File: src/rtl/ex_operand_stage_pkg.sv
// Shared CPU constants and ALUOp encodings used by the EX operand stage.
//   CPU_XLEN : default datapath width
//   CPU_REGW : default register-index width
//   alu_op_e : 4-bit ALUOp codes; aluop_nop is loaded into bubbles
package ex_operand_stage_pkg;

    localparam int unsigned CPU_XLEN = 32;
    localparam int unsigned CPU_REGW = 5;

    typedef enum logic [3:0] {
        aluop_add  = 4'h0,
        aluop_sub  = 4'h1,
        aluop_and  = 4'h2,
        aluop_or   = 4'h3,
        aluop_xor  = 4'h4,
        aluop_sll  = 4'h5,
        aluop_srl  = 4'h6,
        aluop_sra  = 4'h7,
        aluop_slt  = 4'h8,
        aluop_sltu = 4'h9,
        aluop_lui  = 4'ha,
        aluop_nop  = 4'hf
    } alu_op_e;

endpackage

File: src/rtl/ex_forward_mux.sv
// Priority operand forwarding for one source register.
//   rs, rs_data                  : registered source index and data
//   exmem_rd/reg_write/result    : EX/MEM producer (highest priority)
//   memwb_rd/reg_write/result    : MEM/WB producer
//   fwd                          : selected operand value
// Index 0 never forwards, so x0 always reads its registered value.
module ex_forward_mux #(
    parameter int unsigned XLEN = 32,
    parameter int unsigned REGW = 5
) (
    input  logic [REGW-1:0] rs,
    input  logic [XLEN-1:0] rs_data,
    input  logic [REGW-1:0] exmem_rd,
    input  logic            exmem_reg_write,
    input  logic [XLEN-1:0] exmem_result,
    input  logic [REGW-1:0] memwb_rd,
    input  logic            memwb_reg_write,
    input  logic [XLEN-1:0] memwb_result,
    output logic [XLEN-1:0] fwd
);

    logic exmem_hit;
    logic memwb_hit;

    always_comb begin
        exmem_hit = exmem_reg_write && (exmem_rd != '0) && (exmem_rd == rs);
        memwb_hit = memwb_reg_write && (memwb_rd != '0) && (memwb_rd == rs);
        fwd       = rs_data;
        if (exmem_hit) begin
            fwd = exmem_result;
        end else if (memwb_hit) begin
            fwd = memwb_result;
        end
    end

endmodule

File: src/rtl/ex_operand_stage.sv
// ID/EX stage register with operand forwarding and load-use detection.
//   clk, rst             : clock, synchronous active-high reset
//   stall, flush         : hold the stage / insert a bubble
//   id_*                 : decoded instruction fields from ID
//   exmem_*, memwb_*     : downstream producers for forwarding
//   ex_*                 : registered instruction presented to EX, with
//                          forwarded ALU operands and store data
//   load_use_hazard      : combinational; EX load feeds the ID instruction
module ex_operand_stage
    import ex_operand_stage_pkg::*;
#(
    parameter int unsigned XLEN = CPU_XLEN,
    parameter int unsigned REGW = CPU_REGW
) (
    input  logic            clk,
    input  logic            rst,
    input  logic            stall,
    input  logic            flush,
    input  logic            id_valid,
    input  logic [XLEN-1:0] id_pc,
    input  logic [XLEN-1:0] id_rs1_data,
    input  logic [XLEN-1:0] id_rs2_data,
    input  logic [XLEN-1:0] id_imm,
    input  logic [REGW-1:0] id_rs1,
    input  logic [REGW-1:0] id_rs2,
    input  logic [REGW-1:0] id_rd,
    input  logic [3:0]      id_alu_op,
    input  logic            id_src_a,
    input  logic            id_src_b,
    input  logic            id_reg_write,
    input  logic            id_mem_read,
    input  logic            id_mem_write,
    input  logic [REGW-1:0] exmem_rd,
    input  logic            exmem_reg_write,
    input  logic [XLEN-1:0] exmem_result,
    input  logic [REGW-1:0] memwb_rd,
    input  logic            memwb_reg_write,
    input  logic [XLEN-1:0] memwb_result,
    output logic            ex_valid,
    output logic [XLEN-1:0] ex_alu_a,
    output logic [XLEN-1:0] ex_alu_b,
    output logic [3:0]      ex_alu_op,
    output logic [XLEN-1:0] ex_store_data,
    output logic [XLEN-1:0] ex_pc,
    output logic [REGW-1:0] ex_rd,
    output logic            ex_reg_write,
    output logic            ex_mem_read,
    output logic            ex_mem_write,
    output logic            load_use_hazard
);

    typedef struct packed {
        logic            valid;
        logic [XLEN-1:0] pc;
        logic [XLEN-1:0] rs1_data;
        logic [XLEN-1:0] rs2_data;
        logic [XLEN-1:0] imm;
        logic [REGW-1:0] rs1;
        logic [REGW-1:0] rs2;
        logic [REGW-1:0] rd;
        logic [3:0]      alu_op;
        logic            src_a;
        logic            src_b;
        logic            reg_write;
        logic            mem_read;
        logic            mem_write;
    } stage_t;

    stage_t          r;
    stage_t          bubble;
    stage_t          id_stage;
    logic [XLEN-1:0] fwd1;
    logic [XLEN-1:0] fwd2;

    always_comb begin
        bubble        = '0;
        bubble.alu_op = aluop_nop;
    end

    always_comb begin
        id_stage.valid     = 1'b1;
        id_stage.pc        = id_pc;
        id_stage.rs1_data  = id_rs1_data;
        id_stage.rs2_data  = id_rs2_data;
        id_stage.imm       = id_imm;
        id_stage.rs1       = id_rs1;
        id_stage.rs2       = id_rs2;
        id_stage.rd        = id_rd;
        id_stage.alu_op    = id_alu_op;
        id_stage.src_a     = id_src_a;
        id_stage.src_b     = id_src_b;
        id_stage.reg_write = id_reg_write;
        id_stage.mem_read  = id_mem_read;
        id_stage.mem_write = id_mem_write;
    end

    always_comb begin
        load_use_hazard = r.valid && r.mem_read && (r.rd != '0) && id_valid &&
                          ((r.rd == id_rs1) || (r.rd == id_rs2));
    end

    // While stalled, the operand data is refreshed with the forwarded value so
    // a producer that retires past MEM/WB during the stall is still captured.
    always_ff @(posedge clk) begin
        if (rst) begin
            r <= bubble;
        end else if (flush) begin
            r <= bubble;
        end else if (stall) begin
            r.rs1_data <= fwd1;
            r.rs2_data <= fwd2;
        end else if (load_use_hazard || !id_valid) begin
            r <= bubble;
        end else begin
            r <= id_stage;
        end
    end

    ex_forward_mux #(
        .XLEN (XLEN),
        .REGW (REGW)
    ) u_fwd_rs1 (
        .rs              (r.rs1),
        .rs_data         (r.rs1_data),
        .exmem_rd        (exmem_rd),
        .exmem_reg_write (exmem_reg_write),
        .exmem_result    (exmem_result),
        .memwb_rd        (memwb_rd),
        .memwb_reg_write (memwb_reg_write),
        .memwb_result    (memwb_result),
        .fwd             (fwd1)
    );

    ex_forward_mux #(
        .XLEN (XLEN),
        .REGW (REGW)
    ) u_fwd_rs2 (
        .rs              (r.rs2),
        .rs_data         (r.rs2_data),
        .exmem_rd        (exmem_rd),
        .exmem_reg_write (exmem_reg_write),
        .exmem_result    (exmem_result),
        .memwb_rd        (memwb_rd),
        .memwb_reg_write (memwb_reg_write),
        .memwb_result    (memwb_result),
        .fwd             (fwd2)
    );

    always_comb begin
        ex_valid      = r.valid;
        ex_alu_a      = r.src_a ? r.pc  : fwd1;
        ex_alu_b      = r.src_b ? r.imm : fwd2;
        ex_alu_op     = r.alu_op;
        ex_store_data = fwd2;
        ex_pc         = r.pc;
        ex_rd         = r.rd;
        ex_reg_write  = r.reg_write;
        ex_mem_read   = r.mem_read;
        ex_mem_write  = r.mem_write;
    end

endmodule

File: config.mk
export PLATFORM = sky130hd
export DESIGN_NAME = ex_operand_stage
export DESIGN_NICKNAME = d
export VERILOG_FILES = /design/src/rtl/ex_operand_stage_pkg.sv /design/src/rtl/ex_forward_mux.sv /design/src/rtl/ex_operand_stage.sv
export SDC_FILE = /design/constraint.sdc
export NUM_CORES = 1
export LEC_CHECK = 0
export CAP_MARGIN = 15
export CELL_PAD_IN_SITES_DETAIL_PLACEMENT = 0
export CELL_PAD_IN_SITES_GLOBAL_PLACEMENT = 1
export CORE_MARGIN = 1.5
export CORE_UTILIZATION = 30
export DETAILED_ROUTE_END_ITERATION = 8
export MAX_ROUTING_LAYER = met4
export PLACE_DENSITY = 0.81
export SETUP_SLACK_MARGIN = 0.2
export SLEW_MARGIN = 10
export SYNTH_ARGS = -nofsm -noshare
export SYNTH_HDL_FRONTEND = slang
export SYNTH_SLANG_ARGS = --single-unit
File: constraint.sdc
create_clock -name clk -period 2.78 [get_ports clk]
set_input_delay 0.417 -clock clk [delete_from_list [all_inputs] [get_ports clk]]
set_output_delay 0.417 -clock clk [all_outputs]
set_load 0.005 [all_outputs]
-- Word level (Yosys, flattened, before mapping)
Cells that the tools add are included.
- muxes and demuxes: 8
- add/subtract/negate cells: 0
- bitwise operators: 0
- order comparisons: 0
- equal/unequal tests: 6
- multiply operators: 0
- reductions and logical operators: 17
- shift-type cells: 0
- divide/modulo/power cells: 0
- operators with widths (cell ; number):
    32-bit two-way mux ; 6
    153-bit two-way mux ; 1
    64-bit two-way mux ; 1
    5-bit == test ; 6
    5-bit nonzero test ; 3
    1-bit logical AND ; 10
    1-bit logical OR ; 2
    2-bit OR reduction ; 1
    1-bit logical NOT ; 1
- logic and storage cells: 45
- latch bits: 0
- bits in registers: 153
- memories: 0
- memory bits (read-only): 0
- bits in writable memories: 0
- output and inout port bits: 142

-- Logic depth before layout (Yosys ltp)
- depth after elaboration: 7
- depth in mapped cells: 7

-- Modules after synthesis
From an unflattened synthesis, not the netlist that was laid out.
- cell total of the unflattened synthesis: 1185
- area total of the unflattened synthesis: 9659.3 µm²
- by module, submodules not included (module ; sequential area each (µm²) ; times used ; cells each ; area each (µm²)):
    ex_operand_stage ; 3062.9 ; 1 ; 815 ; 7324.5
    ex_forward_mux ; 0.0 ; 2 ; 185 ; 1167.4

-- Worst setup path after synthesis
No wires, ideal clock.
- kind: input to output
- start: input memwb_rd[0]
- end: output ex_alu_b[30]
- buffers on the path: 2
- path slack: 389 ps
- stages on the path: 7
- data arrival time: 1974 ps
- required time: 2363 ps
- cell sequence: or4_1 > o21a_1 > buf_2 > buf_2 > nand4_1 > a31oi_1 > mux2_2
- word-level cells in the longest chain between the ends: 6
- elaborated cells on any way between the ends: 7
- classes of those cells: 1 x eq/ne; 3 x mux; 3 x reduce/logical
- ends and longest elaborated chain (what ; RTL line ; source):
    from (decl) ; ex_operand_stage.sv:36 ; input logic [REGW-1:0] memwb_rd,
    5-bit nonzero test ; ex_forward_mux.sv:27 ; memwb_hit = memwb_reg_write && (memwb_rd != '0) && (memwb_rd == rs);
    1-bit logical AND ; ex_forward_mux.sv:27 ;
    1-bit logical AND (*) ; ex_forward_mux.sv:27 ;
    32-bit two-way mux (*) ; ex_forward_mux.sv:31 ; end else if (memwb_hit) begin
    32-bit two-way mux (*) ; ex_forward_mux.sv:29 ; if (exmem_hit) begin
    via ex_store_data[30] ; ex_operand_stage.sv:43 ; output logic [XLEN-1:0] ex_store_data,
    32-bit two-way mux (*) ; ex_operand_stage.sv:152 ; ex_alu_b = r.src_b ? r.imm : fwd2;
    to (decl) ; ex_operand_stage.sv:41 ; output logic [XLEN-1:0] ex_alu_b,
Mark *: on every way through the listed nets, which the timed path passes. The rest lies on a longest branch.

-- Worst setup path after layout
- start: input memwb_rd[4]
- end: output ex_alu_a[17]
- word-level cells in the longest chain between the ends: 6
- elaborated cells on any way between the ends: 7
- classes of those cells: 1 x eq/ne; 3 x mux; 3 x reduce/logical
- ends and longest elaborated chain (what ; RTL line ; source):
    5-bit nonzero test ; ex_forward_mux.sv:27 ;
    1-bit logical AND ; ex_forward_mux.sv:27 ;
    1-bit logical AND (*) ; ex_forward_mux.sv:27 ;
    32-bit two-way mux (*) ; ex_forward_mux.sv:31 ;
    32-bit two-way mux (*) ; ex_forward_mux.sv:29 ;
    32-bit two-way mux (*) ; ex_operand_stage.sv:151 ; ex_alu_a = r.src_a ? r.pc : fwd1;
    to (decl) ; ex_operand_stage.sv:40 ; output logic [XLEN-1:0] ex_alu_a,
Every way passes the cells marked *; elsewhere a longest branch is shown, timed or not.

==> reports/results.ini <==
[floorplan]
coreArea_um2=25900
die_h_um=165
fp.dieArea_um2=27200
rows=59
io_pins=375
start_util_pct=30.4
die_w_um=165

[drt]
dr.pass1.iters=5
avgRoutedWirePerCell_um=23.2
via_count=9698
drtIter0Drc=650
drc=0
vias_per_cell=5.49
drt_wl_total_um=41000
antenna_left=0

[placement]
dp_cells=1564
dpl.hpwl_um=25100
numPortBuffers=374
place.gp.congestion=0.886

[sta]
finalSetupViolCount=86
max_clock_freq_ghz=0.321
whs_ns=0.473
finClkSkew_ns=0.0196
setup_ws_ns=-0.332
fin_crit_ns=3.11
slew_violations=0
slew_headroom_pct=50.9
hold_viol=0
worstMarginPinSlew_ns=0.737
rsz0062_at_grt=true
timing.final.crit_share_pct=112

[global_route]
antenna_found_initial=2
grtUsageTotal_pct=29.2
grt_max_degree=114
grt_pass1_vias=9805
grt_overflow=0
grt_pass1_wl_um=58100

[clock_network]
ctsLongestPathBuffers=2
cts_buffers=17
cts_root_buf=clkbuf_16
clkLatencyLatePin_ns=0.43
hold_buffers=0
tritoncts=built
htreeDepth=4
clkTransAtPathRegs_ns=0.06
cts.sinks=153

[critical_path]
worstReg2RegStart=r[19]$_SDFFE_PP0N_
reg2reg_setup_slack_ns=0.29
critPathLaunchType=input pin
cp-end-kind=output port
critical_path_class=in -> out
rr_worst_depth=14
crit_arrival_ns=2.69
path_max_fanout=7
critPathRequiredTime_ns=2.36
rr_endpoint=r[105]$_SDFF_PP0_

[logic_synthesis]
synth_seq_area_share_pct=38.9
ys_types=36
synth_seq_cells=153
synthCells=858
synth_area_um2=7880
ys_warn_count=0
syn_nets=1091
avgSynthCellArea_um2=9.18

[final_layout]
fin_nets=1649
final_cells=1766
fillerInstances=2008
multi_input_area_um2=5880
layout_commonest_cell=clkdlybuf4s50_1
area_growth_pct=113
layout_common_cells=clkdlybuf4s50_1, buf_4, dfxtp_1, a22o_1, buf_6
drive_above_1_share_pct=44.3
seqCellArea_um2=3080
post-route-util_pct=64.7

[hold_path]
hold_end=r[55]$_SDFFE_PP0N_
hold_depth=1
hp-start=r[55]$_SDFFE_PP0N_
min_path_type=reg -> reg

[outcome]
violations=setup timing
status=finished, violations left

[power]
ir_drop_uv=376
power_density_nw_per_um2=367
p_leak_nw=6.63

[run]
drv_cap=0

[cells by family after synthesis]
kind of cell / after synthesis / share of synthesized area [%]
buffers and inverters: 138 / 9.26
xor gates and xnor gates: 30 / 3.33
and+or+nand+nor: 185 / 11.9
AOI/OAI and AO/OA: 320 / 32.0
DFF: 153 / 38.9
muxes: 32 / 4.57
[layer usage]
metal | up-vias | wire length [µm] | track usage [%]
met5 | - | 0 | -
met3 | 102 | 2460 | 5.67
met1 | 4763 | 16900 | 35.0
li1 | 4430 | - | -
met2 | 403 | 20100 | 47.8
met4 | 0 | 1610 | 12.6
[synth_stat cells, drive strengths merged]
cell / n / area share, %
nand4: 34 / 2.7
xor2: 10 / 1.1
mux2: 32 / 4.6
buf: 82 / 6.6
a31oi: 32 / 2.5
o21a: 1 / 0.095
clkbuf: 56 / 2.7
o31ai: 64 / 6.1
a21oi: 1 / 0.063
or3: 2 / 0.16
o22ai: 1 / 0.079
or4: 2 / 0.24
and2: 2 / 0.16
o32a: 4 / 0.51
xnor2: 20 / 2.2
o211ai: 2 / 0.25
a221oi: 32 / 3.6
nor2: 36 / 1.7
dfxtp: 153 / 39
and3: 33 / 2.6
nand3: 3 / 0.19
a21o: 1 / 0.095
o2bb2ai: 32 / 3.6
nor3: 34 / 2.2
a22o: 116 / 13
o311a: 1 / 0.13
or2: 3 / 0.24
nand2: 35 / 1.7
nand3b: 1 / 0.095
o21ai: 33 / 2.1
[layout make-up]
class	count	area share, %
antenna	2	0.0299
sequential	153	18.4
multi-input combinational	569	35.1
clock buffer	19	2.70
tap	335	2.50
clock inverter	13	0.791
timing repair buffer	675	40.5
[worst max-delay path, cell delays in order]
cell and delay [ns]:
dlygate4sd2_1 0.29, buf_4 0.17, xor2_2 0.17, nor3_2 0.27, buf_4 0.18, nand3_4 0.09
buf_12 0.16, buf_12 0.13, buf_6 0.11, buf_12 0.14, a221oi_4 0.31, o31ai_1 0.11
buf_2 0.13
[flip-flops by register name, indices dropped and copies added (netlist names)]
signal / flops
ex_valid: 1
ex_rd: 5
ex_reg_write: 1
ex_mem_read: 1
ex_mem_write: 1
r: 108
ex_alu_op: 4
ex_pc: 32
[what timing repair did]
item                                    in CTS  in global routing
setup buffers                              118                 32
gates resized for setup                    613                126
endpoints found under the setup margin      97                 96
pin swaps                                  112                 61
cloned                                      15                  3
[how the worst max path moves through the flow]
stage                       startpoint      endpoint  slack (ns)  cells after the start
floorplan                  memwb_rd[0]  ex_alu_b[30]        0.39                      7
global placement           memwb_rd[1]  ex_alu_b[17]       -0.81                      9
detailed placement         memwb_rd[1]  ex_alu_b[17]       -0.83                      9
CTS                 r[21]$_SDFFE_PP0N_  ex_alu_a[11]       -0.21                     12
global route        r[23]$_SDFFE_PP0N_  ex_alu_a[17]       -0.44                     12
finish                     memwb_rd[4]  ex_alu_a[17]       -0.33                     13
[stage by stage]
step	setup TNS (ns)	power (mW)	worst slack, ns	instance area (µm²)
after floorplan	0	2.64	0.389	7880
after global placement	-63.13	3.39	-0.805	12700
after detailed placement	-65.54	3.40	-0.827	12700
after CTS	-9.85	6.04	-0.211	15900
after global routing	-22.55	6.35	-0.436	16800
final	-15.47	6.15	-0.332	16800
[where the power goes]
part,internal [mW],switching [mW],leakage (nW),total [mW]
Clock,1.30,1.08,0.282,2.39
Combinational,0.871,0.613,5.10,1.48
Sequential,2.24,0.0439,1.25,2.28
Note: power is estimated with default switching activity, not from simulation.
